### config.mk
export PLATFORM = sky130hd
export DESIGN_NAME = mux2_rr_arbiter
export DESIGN_NICKNAME = d
export VERILOG_FILES = /design/src/rtl/mux2_rr_arbiter.sv
export SDC_FILE = /design/constraint.sdc
export NUM_CORES = 1
export LEC_CHECK = 0
export ABC_AREA = 1
export BUFFER_PORTS_ARGS = -buffer_cell sky130_fd_sc_hd__buf_2
export CORE_AREA = 5 5 132 134
export CTS_BUF_LIST = sky130_fd_sc_hd__clkbuf_4 sky130_fd_sc_hd__clkbuf_8
export DETAILED_ROUTE_END_ITERATION = 16
export DIE_AREA = 0 0 137 139
export PLACE_DENSITY = 0.82
export SYNTH_ARGS = -nofsm -noshare
export SYNTH_HDL_FRONTEND = slang
export SYNTH_SLANG_ARGS = --single-unit
### constraint.sdc
create_clock -name clk -period 2.6 [get_ports clk]
set_input_delay 0.39 -clock clk [delete_from_list [all_inputs] [get_ports clk]]
set_output_delay 0.39 -clock clk [all_outputs]
set_load 0.01 [all_outputs]
### src/rtl/mux2_rr_arbiter.sv
// Round-robin 2:1 arbiter that locks the grant for a whole packet and feeds a
// single registered output slot. It also counts completed packets per source.
module mux2_rr_arbiter #(
    parameter int WIDTH = 100,
    parameter int CNT_W = 16
) (
    input  logic             clk,
    input  logic             rst,
    input  logic             a_valid,
    input  logic [WIDTH-1:0] a_data,
    input  logic             a_last,
    output logic             a_ready,
    input  logic             b_valid,
    input  logic [WIDTH-1:0] b_data,
    input  logic             b_last,
    output logic             b_ready,
    output logic             out_valid,
    output logic [WIDTH-1:0] out_data,
    output logic             out_last,
    output logic             out_src,
    input  logic             out_ready,
    output logic             sel,
    output logic [CNT_W-1:0] pkt_cnt_a,
    output logic [CNT_W-1:0] pkt_cnt_b
);

    localparam int N = 2;

    typedef enum logic [1:0] {
        IDLE   = 2'd0,
        LOCK_A = 2'd1,
        LOCK_B = 2'd2
    } state_t;

    state_t state_q, state_d;
    logic   prio_q, prio_d;
    logic   sel_q, sel_d;

    logic             out_valid_q;
    logic [WIDTH-1:0] out_data_q;
    logic             out_last_q;
    logic             out_src_q;

    logic             load;
    logic             grant_a, grant_b;
    logic [WIDTH-1:0] mux_data;
    logic             mux_last;

    logic [N-1:0]     valid_vec, last_vec, ready_vec, xfer_vec, done_vec;
    logic [CNT_W-1:0] cnt_q [N];

    assign load = ~out_valid_q | out_ready;

    // Grant and select depend only on valids, state and prio, never on data.
    always_comb begin
        grant_a = 1'b0;
        grant_b = 1'b0;
        sel_d   = sel_q;
        case (state_q)
            IDLE: begin
                grant_a = a_valid & (~b_valid | ~prio_q);
                grant_b = b_valid & (~a_valid | prio_q);
                if (grant_b) begin
                    sel_d = 1'b1;
                end else if (grant_a) begin
                    sel_d = 1'b0;
                end
            end
            LOCK_A: begin
                grant_a = 1'b1;
                sel_d   = 1'b0;
            end
            LOCK_B: begin
                grant_b = 1'b1;
                sel_d   = 1'b1;
            end
            default: begin
                sel_d = 1'b0;
            end
        endcase
    end

    assign a_ready = ~rst & load & grant_a;
    assign b_ready = ~rst & load & grant_b;
    assign sel     = sel_d;

    assign valid_vec = {b_valid, a_valid};
    assign last_vec  = {b_last, a_last};
    assign ready_vec = {b_ready, a_ready};
    assign xfer_vec  = valid_vec & ready_vec;
    assign done_vec  = xfer_vec & last_vec;

    assign mux_data = sel_d ? b_data : a_data;
    assign mux_last = sel_d ? b_last : a_last;

    always_comb begin
        state_d = state_q;
        prio_d  = prio_q;
        case (state_q)
            IDLE: begin
                if (xfer_vec[0] && !a_last) begin
                    state_d = LOCK_A;
                end else if (xfer_vec[1] && !b_last) begin
                    state_d = LOCK_B;
                end
            end
            LOCK_A: begin
                if (done_vec[0]) begin
                    state_d = IDLE;
                end
            end
            LOCK_B: begin
                if (done_vec[1]) begin
                    state_d = IDLE;
                end
            end
            default: begin
                state_d = IDLE;
            end
        endcase
        // A finished packet hands preference to the other requester.
        if (done_vec[0]) begin
            prio_d = 1'b1;
        end else if (done_vec[1]) begin
            prio_d = 1'b0;
        end
    end

    always_ff @(posedge clk) begin
        if (rst) begin
            state_q <= IDLE;
            prio_q  <= 1'b0;
            sel_q   <= 1'b0;
        end else begin
            state_q <= state_d;
            prio_q  <= prio_d;
            sel_q   <= sel_d;
        end
    end

    // A new transfer always wins over a drain, so drain+refill keeps valid high.
    always_ff @(posedge clk) begin
        if (rst) begin
            out_valid_q <= 1'b0;
            out_data_q  <= '0;
            out_last_q  <= 1'b0;
            out_src_q   <= 1'b0;
        end else if (|xfer_vec) begin
            out_valid_q <= 1'b1;
            out_data_q  <= mux_data;
            out_last_q  <= mux_last;
            out_src_q   <= sel_d;
        end else if (out_ready) begin
            out_valid_q <= 1'b0;
        end
    end

    generate
        for (genvar gi = 0; gi < N; gi++) begin : g_cnt
            always_ff @(posedge clk) begin
                if (rst) begin
                    cnt_q[gi] <= '0;
                end else if (done_vec[gi]) begin
                    cnt_q[gi] <= cnt_q[gi] + {{(CNT_W-1){1'b0}}, 1'b1};
                end
            end
        end
    endgenerate

    assign out_valid = out_valid_q;
    assign out_data  = out_data_q;
    assign out_last  = out_last_q;
    assign out_src   = out_src_q;
    assign pkt_cnt_a = cnt_q[0];
    assign pkt_cnt_b = cnt_q[1];

endmodule

# Yosys cells after proc, flatten, opt, wreduce, memory -nomap -nowiden

Memory sizes are Yosys's and may differ from the RTL's.
Cells that the tools add are included.

Memory bits (writable): 32
Latch bits: 0
Memory bits (read-only): 0
Memories kept: 1
Register bits after elaboration: 107

Memory list:

| memory | depth | bits a word | rd ports | clocked after Yosys merged registers in | write ports | RTL line | text |
|---|---|---|---|---|---|---|---|
| cnt_q  | 2     | 16          | 2        | 0                                       | 2           | 50       | `logic [CNT_W-1:0] cnt_q [N];` |

Add/subtract/negate cells: 2
Order comparisons: 0
Muxes and demuxes: 26
Bitwise operators: 17
Shifts and indexed selects: 0
Equal/unequal tests: 5
Reduce and logical (&&, ||, !) cells: 9
Div/mod/pow operators: 0
Multiply operators: 0

Operators by type and width:

| kind                                           | number |
|---|---|
| two-way mux 100 bit                            | 1 |
| adder 16 x 1 -> 16 bit (second input constant) | 2 |
| two-way mux 16 bit                             | 2 |
| two-way mux 1 bit                              | 15 |
| two-way mux 2 bit                              | 4 |
| case mux 1 bit (2 select lines)                | 3 |
| case mux 2 bit (3 select lines)                | 1 |
| AND 1 bit                                      | 5 |
| inverter 1 bit                                 | 5 |
| OR 1 bit                                       | 5 |
| AND 2 bit                                      | 2 |
| inequality test 2 bit (second input constant)  | 2 |
| nonzero test 2 bit                             | 2 |
| inequality test 3 bit (second input constant)  | 1 |
| AND reduction 3 bit                            | 1 |
| == test 2 x 1 -> 1 bit (second input constant) | 1 |
| == test 2 bit (second input constant)          | 1 |
| logical AND 1 bit                              | 2 |
| logical NOT 1 bit                              | 2 |
| logical NOT 2 bit                              | 1 |
| OR reduction 2 bit                             | 1 |

# Depth between registers and ports, before layout

Depth in word-level cells: 11
Depth in mapped cells: 13
Mapped depth without buffers: 12

# Worst setup path before layout

OpenSTA, ideal clock, no wires.

Kind: input port to flip-flop
From: input port out_ready
To: memory cnt_q[0][0] (enable)
Path buffers: 1
Path slack: 0.656 ns
Library setup time: 0.372 ns
Data required time: 2.228 ns
Arrival time: 1.572 ns
Cell stages on the path: 9
Cell sequence: inv_1 -> nand2_1 -> nand2_2 -> nor2_1 -> nand3_2 -> nor2_2 -> inv_2 -> buf_2 -> nand2_1

RTL lines:

| element         | RTL line | text |
|---|---|---|
| start, declared | 21       | `input logic out_ready,` |
| end, declared   | 50       |  |

# Worst setup path in the final report

From: register prio_q
To: output port sel

Cells in the longest elaborated chain, start to end: 6

Ends and longest elaborated chain:

| element                             | RTL line | text |
|---|---|---|
| start, declared                     | 36       | `logic prio_q, prio_d;` |
| start signal, assigned              | 136      | `prio_q <= prio_d;` |
| inverter 1 bit                      | 61       | `grant_a = a_valid & (~b_valid \| ~prio_q);` |
| OR 1 bit                            | 61       |  |
| AND 1 bit                           | 61       |  |
| two-way mux 1 bit                   | 65       | `end else if (grant_a) begin` |
| two-way mux 1 bit (*)               | 63       | `if (grant_b) begin` |
| case mux 1 bit (2 select lines) (*) | 59       | `case (state_q)` |
| end, declared                       | 22       | `output logic sel,` |

Every way passes the cells marked *; elsewhere a longest branch is shown, timed or not.

==> summary.txt <==
Cells and area
  • Area grow syn2layout: 31.19%
  • Antenna Cells: 0
  • Final #Nets: 1537
  • Fraction of layout cells with a size suffix above 1: 30.37%

Pwr
  • Seq pwr share: 42.8%
  • Sw Ratio: 30.07%
  • Final Power: 5.888 mW
  • Psw: 1.771 mW
  • Power Density: 632.5 mW/mm²
  • Worst VDD drop: 0.3730 mV
  • Logic pwr share: 23.5%
  • Int Power: 4.118 mW
  • Clock share of power: 33.7%
  • Leakage: 5.451 nW

Clock tree
  • CTS Hold Bufs: 0
  • CTS tree: built
  • CTS sink count: 139
  • Max Buffers Root-to-Sink: 2
  • CTS Buf Count: 17
  • Worst skew pair latency: 0.43 ns
  • Resized Gates After CTS: 0
  • H-tree depth: 4
  • Setup Fix Bufs, Post-CTS: 0
  • Worst-path clk slew: 0.07 ns
  • CTS Root Cell: clkbuf_8

Worst setup path
  • CP bufs+invs: 2
  • Top delay family on crit path: simple AND/OR/NAND/NOR gates
  • Critical Path AT: 1.54 ns
  • FF-to-FF Start: state_q[0]
  • Worst Path Required: 2.21 ns
  • Setup CP Type: reg2out
  • CP max FO: 25
  • R2R Path End: out_data[56]
  • CP most frequent cell: nand2_1
  • Critical Path, Cell by Cell: nand2_1, nand2_1, nand2_2, inv_2, nand2_1, nand2_4, buf_2
  • Critical Path Max Stage Delay: 0.34 ns
  • Startpoint types: flip-flop
  • Worst path slowest cell: dfxtp_1
  • R2R Setup Slk: 0.72 ns
  • R2R depth: 11
  • Critical Path End Type: output pin

Synthesis
  • Synth top cells by count: nand2_1 (357), nor2_1 (239), dfxtp_1 (107)
  • Top cells by area, synth: dfxtp_1 (30%), nand2_1 (19%), edfxtp_1 (14%), nor2_1 (13%), o21bai_1 (11%)
  • Yosys cell types: 30
  • EDFF count, synth: 32
  • Mapped Area: 0.007097 mm²
  • Syn Inst Count: 1010
  • Post-synth net total: 1219
  • Sequential-to-total area share from yosys stat: 43.72%
  • Seq cells post-synth: 139
  • Most common cell in the netlist: nand2_1
  • Top FF cell, synth: dfxtp_1
  • Async SR Flop Fraction: 0%
  • Yosys warns: 0
  • Synth top area share: 30.18%
  • Post-synth top area cell: dfxtp_1
  • Avg Inst Size Synth: 7.027 µm²

STA
  • Period Utilization, post-route: 74.19%
  • Slew headroom: 38.60%
  • Slew @ Worst Pin: 0.9210 ns
  • Final WS setup: 0.6711 ns
  • Setup TNS: 0 ns
  • Fin crit period: 1.929 ns
  • Fin. max-slew vios: 0
  • Clk_skew: 0.01461 ns
  • Final Hold Vio Count: 0
  • FMAX: 518.4 MHz
  • Final Setup Violations: 0
  • Unrepaired setup endpoints after global routing: false

Worst hold path
  • HP Start: rst
  • Hold WC Path Type: in2reg
  • Hold path depth: 4
  • Worst hold endpoint: out_valid

Global route
  • Largest net degree at the start of global routing: 105
  • GRT overflow: 0
  • Global-route wire length before repair: 33.69 mm
  • Vias in the first global route: 6902
  • All-Layer GR Usage: 21.79%
  • Initial antenna violation count: 0

Floorplan
  • Core region area: 0.01617 mm²
  • # IOs: 345
  • Die height: 139 µm
  • Initial Util: 43.88%
  • Die span in x: 137 µm
  • Row cnt: 47
  • Die footprint: 0.01904 mm²

Flow run
  • Max-cap violation count: 0

Placed design
  • GP Congestion: 0.8895
  • Setup WS pre-CTS: 0.5223 ns
  • I/O Buffers: 344
  • Detailed placer's ending HPWL: 15.71 mm

Route
  • Routed WL: 21.14 mm
  • Routed len/inst: 13.55 µm
  • Vias per cell: 4.762
  • Via count: 7428
  • DR iter-0 viols: 367
  • ANT nets after route: 0
  • DRT Pass-1 Iters: 5
  • DRC: 0

Outcome
  • Outcome: completed
==> worst min-delay path, cell delays in order <==
cell and delay, ns:
buf_2 0.09, inv_2 0.05, nand2_1 0.06, inv_1 0.03
==> final cells by class <==
cell class,instances,area [µm²]
Clock inverter,11,193.9
Tap cell,220,275.3
Fill cell,1510,6862
Sequential cell,139,3103
Timing Repair Buffer,356,1824
Clock buffer,20,262.8
Multi-Input combinational cell,776,3507
Inverter,38,143.9
==> layout by cell type, fill, tap and decap left out, types with 3 or more instances in the layout <==
master     netlist  routed
buf_2           31     344
clkinv_4         0       3
xnor2_1          4       4
nand4_1          6       6
nor2_1         239     239
nand2_1        357     357
and3_1           3       3
a21oi_1         12      12
nor2_2           3       3
xor2_1           8       8
nand3_1         11      11
bufinv_16        0       5
edfxtp_1        32      32
buf_4            2      11
clkinv_2         0       3
nand2_2          6       4
nor3_1           8       8
inv_2            7       6
o21bai_1       101     101
clkbuf_8         0      18
inv_1           31      31
o21ai_0          6       6
dfxtp_1        107     107
==> power by group through the flow <==
stage	Sequential, mW	Combinational [mW]	Clock [mW]
floorplan	2.65	0.794	0
global placement	2.56	1.38	0
detailed placement	2.56	1.39	0
CTS	2.52	1.40	2.04
global route	2.54	1.56	2.14
finish	2.52	1.38	1.99
==> logic make-up after synthesis <==
group / after synthesis / synth area share (%)
AOI/OAI and AO/OA: 122 / 12.24
xor gates and xnor gates: 12 / 1.481
and+or+nand+nor: 640 / 35.21
DFF: 139 / 43.72
buffers and inverters: 95 / 6.999
adders and majority gates: 2 / 0.3526
==> state kept, by name, indices dropped and copies added, names as in the netlist <==
signal     cells
state_q        2
out_data     100
sel_q          1
out_src        1
out_last       1
out_valid      1
prio_q         1
cnt_q         32
==> worst max-delay path by stage <==
| stage | slack (ns) | start | cells after the start | to |
|---|---|---|---|---|
| after floorplan | 0.66 | out_ready | 9 | cnt_q[0][0] |
| after detailed placement | 0.52 | b_valid | 13 | out_data[32] |
| after global routing | 0.44 | state_q[0] | 11 | out_data[16] |
| after global placement | 0.57 | b_valid | 13 | out_data[28] |
| final | 0.67 | prio_q | 7 | sel |
| after CTS | 0.64 | prio_q | 7 | sel |
==> stage by stage <==
stage	cell area (µm²)	hold WS, ns	util (%)	std cells
after floorplan	7097	0.4653	-	1010
after global placement	8853	0.4737	54.75	1529
after detailed placement	8853	0.4808	54.75	1529
after CTS	9310	0.2085	57.57	1560
after global routing	9310	0.2332	57.57	1560
final	9310	0.2418	57.57	1560
==> per-layer routing <==
| metal | global-route usage, % | vias to the layer above | wire, µm |
|---|---|---|---|
| met2 | 37.75 | 308 | 10460 |
| li1 | - | 3802 | - |
| met5 | 0 | - | 0 |
| met3 | 6.132 | 35 | 1824 |
| met4 | 6.880 | 0 | 511 |
| met1 | 25.88 | 3283 | 8346 |
Note: power is estimated with default switching activity, not from simulation.
